==> src/rtl/sd_resp_collector.sv <==
// -----------------------------------------------------------------------------
// sd_resp_collector
//
// Purpose: after a command frame has gone out, clocks 0xFF poll bytes through
// the SPI byte engine and collects the card's SPI-mode response. Skips NCR
// filler bytes (MSB=1), captures R1 and, for R3/R7, the four trailing bytes.
// Reports completion/timeout to the command sequencer.
//
// Optional feature macro: SD_RESP_BUSYWAIT_EN
//   defined   : R1B=1 adds an R1b busy-wait phase (poll until a non-zero byte,
//               at most BUSY_MAX zero bytes).
//   undefined : R1B is ignored and no busy phase exists.
//
// Ports:
//   CLOCK50   in   1   system clock, rising edge
//   RESET     in   1   asynchronous reset, active low
//   START     in   1   arm pulse, ignored while busy
//   LONG      in   1   with START: expect 4 extra bytes (R3/R7)
//   R1B       in   1   with START: R1b busy phase follows
//   POLL_STB  out  1   request one dummy byte from the SPI engine
//   POLL_DATA out  8   dummy byte, always 8'hFF
//   POLL_ACK  in   1   SPI engine accepted the poll byte
//   RX_STB    in   1   received byte valid
//   RX_DATA   in   8   received byte
//   RX_ACK    out  1   pulse, cycle after a consumed RX_STB
//   BUSY      out  1   transaction in progress
//   DONE      out  1   completion pulse
//   TIMEOUT   out  1   valid with DONE: no R1 / busy never released
//   R1        out  8   captured R1 byte
//   R7        out  32  captured trailing bytes, MSB first
// -----------------------------------------------------------------------------
module sd_resp_collector #(
    parameter int unsigned NCR_MAX  = 8,
    parameter int unsigned BUSY_MAX = 255
) (
    input  logic        CLOCK50,
    input  logic        RESET,
    input  logic        START,
    input  logic        LONG,
    input  logic        R1B,
    output logic        POLL_STB,
    output logic [7:0]  POLL_DATA,
    input  logic        POLL_ACK,
    input  logic        RX_STB,
    input  logic [7:0]  RX_DATA,
    output logic        RX_ACK,
    output logic        BUSY,
    output logic        DONE,
    output logic        TIMEOUT,
    output logic [7:0]  R1,
    output logic [31:0] R7
);

    // Counter also counts the 4 data bytes, so never narrower than that needs.
    localparam int unsigned CNT_MAX0 = (NCR_MAX > BUSY_MAX) ? NCR_MAX : BUSY_MAX;
    localparam int unsigned CNT_MAX  = (CNT_MAX0 > 4) ? CNT_MAX0 : 4;
    localparam int unsigned CW       = $clog2(CNT_MAX + 1);

    typedef enum logic [1:0] {StIdle, StPoll, StWaitRx, StFin} state_t;
    // Which part of the response the next received byte belongs to.
    typedef enum logic [1:0] {PhR1, PhData, PhBusy} phase_t;

    state_t        r_state, w_state_nxt;
    phase_t        r_phase, w_phase_nxt;
    logic [CW-1:0] r_cnt, w_cnt_nxt;
    logic [7:0]    r_r1, w_r1_nxt;
    logic [31:0]   r_r7, w_r7_nxt;
    logic          r_timeout, w_timeout_nxt;
    logic          r_long, w_long_nxt;
    logic          r_rx_ack, w_rx_ack_nxt;

`ifdef SD_RESP_BUSYWAIT_EN
    logic          r_r1b, w_r1b_nxt;
`else
    logic          w_unused_r1b;
    assign w_unused_r1b = R1B;
`endif

    always_ff @(posedge CLOCK50 or negedge RESET) begin
        if (!RESET) begin
            r_state   <= StIdle;
            r_phase   <= PhR1;
            r_cnt     <= '0;
            r_r1      <= 8'hFF;
            r_r7      <= '0;
            r_timeout <= 1'b0;
            r_long    <= 1'b0;
            r_rx_ack  <= 1'b0;
`ifdef SD_RESP_BUSYWAIT_EN
            r_r1b     <= 1'b0;
`endif
        end else begin
            r_state   <= w_state_nxt;
            r_phase   <= w_phase_nxt;
            r_cnt     <= w_cnt_nxt;
            r_r1      <= w_r1_nxt;
            r_r7      <= w_r7_nxt;
            r_timeout <= w_timeout_nxt;
            r_long    <= w_long_nxt;
            r_rx_ack  <= w_rx_ack_nxt;
`ifdef SD_RESP_BUSYWAIT_EN
            r_r1b     <= w_r1b_nxt;
`endif
        end
    end

    always_comb begin
        w_state_nxt   = r_state;
        w_phase_nxt   = r_phase;
        w_cnt_nxt     = r_cnt;
        w_r1_nxt      = r_r1;
        w_r7_nxt      = r_r7;
        w_timeout_nxt = r_timeout;
        w_long_nxt    = r_long;
        w_rx_ack_nxt  = 1'b0;
`ifdef SD_RESP_BUSYWAIT_EN
        w_r1b_nxt     = r_r1b;
`endif

        unique case (r_state)
            StIdle: begin
                if (START) begin
                    w_long_nxt    = LONG;
`ifdef SD_RESP_BUSYWAIT_EN
                    w_r1b_nxt     = R1B;
`endif
                    w_r7_nxt      = '0;
                    w_timeout_nxt = 1'b0;
                    w_r1_nxt      = 8'hFF;
                    w_cnt_nxt     = '0;
                    w_phase_nxt   = PhR1;
                    w_state_nxt   = StPoll;
                end
            end
            StPoll: begin
                if (POLL_ACK) begin
                    w_state_nxt = StWaitRx;
                end
            end
            StWaitRx: begin
                if (RX_STB) begin
                    w_rx_ack_nxt = 1'b1;
                    w_state_nxt  = StPoll;
                    case (r_phase)
                        PhR1: begin
                            if (RX_DATA[7]) begin
                                // Compare before increment: the counter never wraps.
                                if (r_cnt == CW'(NCR_MAX - 1)) begin
                                    w_timeout_nxt = 1'b1;
                                    w_state_nxt   = StFin;
                                end
                                w_cnt_nxt = r_cnt + 1'b1;
                            end else begin
                                w_r1_nxt  = RX_DATA;
                                w_cnt_nxt = '0;
                                if (r_long) begin
                                    w_phase_nxt = PhData;
`ifdef SD_RESP_BUSYWAIT_EN
                                end else if (r_r1b) begin
                                    w_phase_nxt = PhBusy;
`endif
                                end else begin
                                    w_state_nxt = StFin;
                                end
                            end
                        end
                        PhData: begin
                            w_r7_nxt  = {r_r7[23:0], RX_DATA};
                            w_cnt_nxt = r_cnt + 1'b1;
                            if (r_cnt == CW'(3)) begin
                                w_state_nxt = StFin;
                            end
                        end
`ifdef SD_RESP_BUSYWAIT_EN
                        PhBusy: begin
                            if (RX_DATA != 8'h00) begin
                                w_state_nxt = StFin;
                            end else begin
                                if (r_cnt == CW'(BUSY_MAX - 1)) begin
                                    w_timeout_nxt = 1'b1;
                                    w_state_nxt   = StFin;
                                end
                                w_cnt_nxt = r_cnt + 1'b1;
                            end
                        end
`endif
                        default: begin
                            w_state_nxt = StFin;
                        end
                    endcase
                end
            end
            StFin: begin
                w_state_nxt = StIdle;
            end
            default: begin
                w_state_nxt = StIdle;
            end
        endcase
    end

    assign POLL_STB  = (r_state == StPoll);
    assign POLL_DATA = 8'hFF;
    assign RX_ACK    = r_rx_ack;
    assign BUSY      = (r_state == StPoll) || (r_state == StWaitRx);
    assign DONE      = (r_state == StFin);
    assign TIMEOUT   = r_timeout;
    assign R1        = r_r1;
    assign R7        = r_r7;

endmodule
==> config.mk <==
export PLATFORM = sky130hd
export DESIGN_NAME = sd_resp_collector
export DESIGN_NICKNAME = d
export VERILOG_FILES = /design/src/rtl/sd_resp_collector.sv
export SDC_FILE = /design/constraint.sdc
export NUM_CORES = 1
export LEC_CHECK = 0
export CAP_MARGIN = 20
export CORE_ASPECT_RATIO = 0.75
export CORE_MARGIN = 3
export CORE_UTILIZATION = 51
export CTS_CLUSTER_DIAMETER = 40
export DETAILED_ROUTE_END_ITERATION = 10
export PLACE_DENSITY_LB_ADDON = 0.05
export SLEW_MARGIN = 10
export SYNTH_ARGS = -nofsm -noshare
export SYNTH_HDL_FRONTEND = slang
export SYNTH_SLANG_ARGS = --single-unit
==> constraint.sdc <==
create_clock -name CLOCK50 -period 3.8 [get_ports CLOCK50]
set_clock_uncertainty 0.1 [all_clocks]
set_input_delay 0.76 -clock CLOCK50 [delete_from_list [all_inputs] [get_ports CLOCK50]]
set_output_delay 0.76 -clock CLOCK50 [all_outputs]
set_load 0.05 [all_outputs]
# Yosys cells after proc, flatten, opt, wreduce, memory -nomap -nowiden
# Index checks and enable logic that the tools add are counted.
totals:
  latchBits: 0
  reg_bits: 55
  ram_bits: 0
  mem_bits_ro: 0
  n_memories: 0
  elab_cells: 73
op_classes:
  shift: 0
  div: 0
  magnitude_cmp: 0
  add_sub_neg: 1
  reduce_logical: 11
  mul: 0
  n_mux: 37
  n_eq_ne: 16
  bitwise: 0
ops:
  columns: ["operator", "count"]
  rows:
  - ["two-way mux 32 bit", 3]
  - ["case mux 32 bit (2 select lines)", 1]
  - ["two-way mux 8 bit", 7]
  - ["case mux 8 bit (2 select lines)", 3]
  - ["two-way mux 2 bit", 12]
  - ["!= test 2 bit, second input constant", 6]
  - ["AND reduction 6 bit", 2]
  - ["adder 8 x 1 -> 8 bit, second input constant", 1]
  - ["== test 8 x 2 -> 1 bit, second input constant", 1]
  - ["== test 8 x 3 -> 1 bit, second input constant", 1]
  - ["case mux 2 bit (2 select lines)", 2]
  - ["case mux 2 bit (4 select lines)", 1]
  - ["AND reduction 4 bit", 2]
  - ["two-way mux 1 bit", 7]
  - ["!= test 2 x 1 -> 1 bit, second input constant", 3]
  - ["AND reduction 5 bit", 1]
  - ["== test 2 x 1 -> 1 bit, second input constant", 2]
  - ["== test 2 bit, second input constant", 2]
  - ["logical NOT 2 bit", 2]
  - ["!= test 3 x 1 -> 1 bit, second input constant", 1]
  - ["AND reduction 3 bit", 1]
  - ["case mux 1 bit (2 select lines)", 1]
  - ["AND reduction 2 bit", 1]
  - ["nonzero test 2 bit", 1]
  - ["logical OR 1 bit", 1]

# Depth between registers and ports, before layout
depth:
  depth_word: 6
  ltp_mapped: 8
  mapped_depth_nobuf: 6

# Least setup slack after synthesis
# No wires, ideal clock.
synth_timing:
  path_kind: "register -> register"
  from: "register r_state[0]"
  to: "register r_phase[0]"
  n_path_buf: 2
  t_required_ns: 3.579
  path_stages_with_launch: 9
  setup_ns: 0.121
  arrival_ns: 1.645
  path_slack_ns: 1.934
  cell_sequence: "dfrtp_1 inv_1 ha_1 buf_4 mux2i_1 or2_1 buf_2 nor3b_2 o22a_1"
synth_via:
  elab_chain_len: 3
  elab_cells_between_ends: 10
synth_lines:
  columns: ["element", "line_no", "text"]
  rows:
  - ["start, declared", "63", "state_t r_state, w_state_nxt;"]
  - ["start signal, assigned", "81", "r_state <= StIdle;"]
  - ["start signal, assigned", "93", "r_state <= w_state_nxt;"]
  - ["== test 2 bit / logical NOT 2 bit (equally long branches)", "120", "unique case (r_state)"]
  - ["!= test 2 x 1 -> 1 bit (no source line), or another cell as far along", null, null]
  - ["AND reduction 6 bit (no source line)", null, null]
  - ["end signal, assigned", "82", "r_phase <= PhR1;"]
  - ["end signal, assigned", "94", "r_phase <= w_phase_nxt;"]
  - ["end, declared", "64", "phase_t r_phase, w_phase_nxt;"]
# Parallel ways exist; a longest one is shown, timed or not.
# A chain may end at the register's enable or synchronous reset.

# Worst setup path after layout
layout_timing:
  from: "register r_state[0]"
  to: "output port BUSY"
layout_via:
  elab_chain_len: 2
  elab_cells_between_ends: 3
layout_lines:
  columns: ["element", "line_no", "text"]
  rows:
  - ["== test 2 x 1 -> 1 bit / == test 2 bit (equally long branches)", "205", "assign BUSY = (r_state == StPoll) || (r_state == StWaitRx);"]
  - ["logical OR 1 bit *", "205", null]
  - ["end, declared", "47", "output logic BUSY,"]
# Every way passes the cells marked *; elsewhere a longest branch is shown, timed or not.

==> results_dict.tcl <==
set metrics [dict create \
    cts_hold_buf 0 \
    grt_pass1_wl_mm 8.37 \
    cap_violations 0 \
    final_core_util_pct 71.9 \
    cts_buffer_depth 2 \
    tightest_slew_ns 1.04 \
    ys_seq_area_share_pct 57.5 \
    post_cts_buffers 0 \
    power.share.combinational_pct 43.1 \
    core_sq_mm 0.00425 \
    min_to "R1[7]" \
    internal_power_mw 1.18 \
    clock_sinks 54 \
    syn_avg_cell_area_sq_um 11.7 \
    post_drt_wl_per_cell_um 15.8 \
    clockPowerShare_pct 19.2 \
    rsz0062_at_grt "false" \
    ir_worst_vdd_mv 0.569 \
    switching_share_pct 42.0 \
    layout_commonest_cell "clkdlybuf4s50_1" \
    diodes 0 \
    synth_cell_type_count 39 \
    path_clk_slew_ns 0.09 \
    async_reset_ff_share_pct 100 \
    synth_enable_flop_cells 0 \
    cts_inserted_buffers 5 \
    fp.dieW_um 84.7 \
    slew_violations 0 \
    cp-end-kind "output pin" \
    die_y_um 65.0 \
    critPathMaxFanout 5 \
    r2r_start "r_state[0]" \
    yosysWarnings 0 \
    grt_max_degree 38 \
    synthTopCellsByArea "dfrtp_1, a22o_1, dfstp_2, buf_4, ha_1" \
    r2r_slack_ns 1.07 \
    ioPinCount 68 \
    tns_ns 0 \
    area_delta_synth_final_pct 29.2 \
    grt-ovfl-total 0 \
    start_util_pct 55.7 \
    fin_crit_sh_pct 72.8 \
    cts_tree "yes" \
    drive_above_1_share_pct 10.5 \
    fmax_ghz 0.361 \
    ctsResizeCount 0 \
    totalWireLength_mm 4.94 \
    cp-start-kind "flip-flop" \
    drtIter0Drc 82 \
    power_frac_seq_pct 37.7 \
    num_vias 1742 \
    critPathRequiredTime_ns 2.94 \
    final_cell_mix "clkdlybuf4s50_1, dfrtp_1, a22o_1, nor2_1, inv_1" \
    ys_ff_latch 54 \
    worst_skew_pair.late_latency_ns 0.30 \
    finalNonFillerCells 313 \
    drc 0 \
    netlist_area_sq_mm 0.00237 \
    powerDensity_mw_per_mm2 664 \
    drtPass1Iterations 6 \
    num_rows 20 \
    ff2ff_path_depth 6 \
    antenna_left 0 \
    leakage_nw 1.38 \
    period_minus_slack_ns 2.77 \
    netlist_instances 203 \
    setup_viol 0 \
    power_switching_uw 854 \
    htreeDepth 2 \
    place_hpwl_mm 3.51 \
    dp.cells 305 \
    critical_path_class "reg2out" \
    dieArea_sq_mm 0.00551 \
    hp-class "reg2reg" \
    status "finished clean" \
    cts-root-buf "clkbuf_8" \
    synthFlopType "dfrtp_1" \
    grt_antenna_before_repair 0 \
    crit_arrival_ns 1.91 \
    hp-start "R1[7]" \
    grt_pass1_vias 1669 \
    relSlewSlack_pct 30.4 \
    grtUsageTotal_pct 19.4 \
    hold_viol_final 0 \
    synth_top_area_share_pct 48.6 \
    hold_depth 2 \
    vias_per_cell 5.57 \
    synth_top_cell_by_area "dfrtp_1" \
    reg2reg_to "TIMEOUT" \
    gp_congestion 0.814 \
    placement.io_buffers 58 \
    nNetsFinal 278 \
]
==> cell type report <==
cell class	instances	area (sq um)
fillers	324	1190
flip-flops and latches	54	1360
multi-input cells	124	870
clock buffers	6	82.6
inverters	13	48.8
well taps	55	68.8
clock inverters	1	30.0
repair buffers	60	598
==> worst max path at each step <==
stage,from,endpoint,slack (ns)
3_5_place_dp,RX_STB,R7[25],0.87
5_1_grt,r_state[0],TIMEOUT,0.86
4_1_cts,r_state[0],R7[25],0.88
2_1_floorplan,r_state[0],r_phase[0],1.93
3_3_place_gp,RX_STB,R7[11],0.91
6_report,r_state[0],BUSY,1.03
==> registers in the layout, summed over array words and instances (netlist names) <==
signal	count
R7	32
R1	8
r_cnt	8
r_state	2
RX_ACK	1
TIMEOUT	1
r_long	1
r_phase	1
==> stage by stage <==
step	setup slack [ns]	cell area (sq um)	power, mW	hold slack, ns
3_5_place_dp	0.868	2930	1.64	0.363
5_1_grt	0.857	3060	2.14	0.402
6_report	1.03	3060	2.03	0.378
4_1_cts	0.883	3040	2.04	0.378
3_3_place_gp	0.914	2930	1.63	0.352
2_1_floorplan	1.93	2390	1.43	0.364
==> synthesized netlist by cell type, drive strengths merged (3+ instances only) <==
cell   number
nand3       3
buf        17
a21oi       3
nor3        4
o21ai      10
nand2       9
a22o       33
nor2       15
ha          5
nor2b       3
dfstp       8
inv        13
dfrtp      46
a31oi       7
==> power groups by stage <==
stage	Clock, mW	Sequential [mW]	Combinational (mW)
after global placement	0	0.771	0.861
after detailed placement	0	0.771	0.873
final	0.390	0.766	0.876
after global routing	0.423	0.781	0.936
after CTS	0.398	0.766	0.877
after floorplan	0	0.971	0.456
==> layer usage <==
metal	wire length [um]	GRT usage, %
met1	2340	27.0
met2	2240	29.3
met3	298	5.59
met4	61	6.52
met5	0	0
==> worst max-delay path: stages, from the launching register on <==
cell	delay (ns)
dfrtp_1	0.42
inv_1	0.09
ha_1	0.29
clkdlybuf4s50_1	0.80
==> kinds of logic after synthesis <==
logic type | count (synthesis) | synth area share, %
flops | 54 | 57.5
compound gates | 63 | 21.2
fa+ha+maj | 5 | 2.64
buf+inv | 32 | 7.18
other cells | 1 | 0.158
mux | 3 | 1.37
simple gates | 45 | 9.93
No activity file was read; power rests on OpenSTA's default activity.
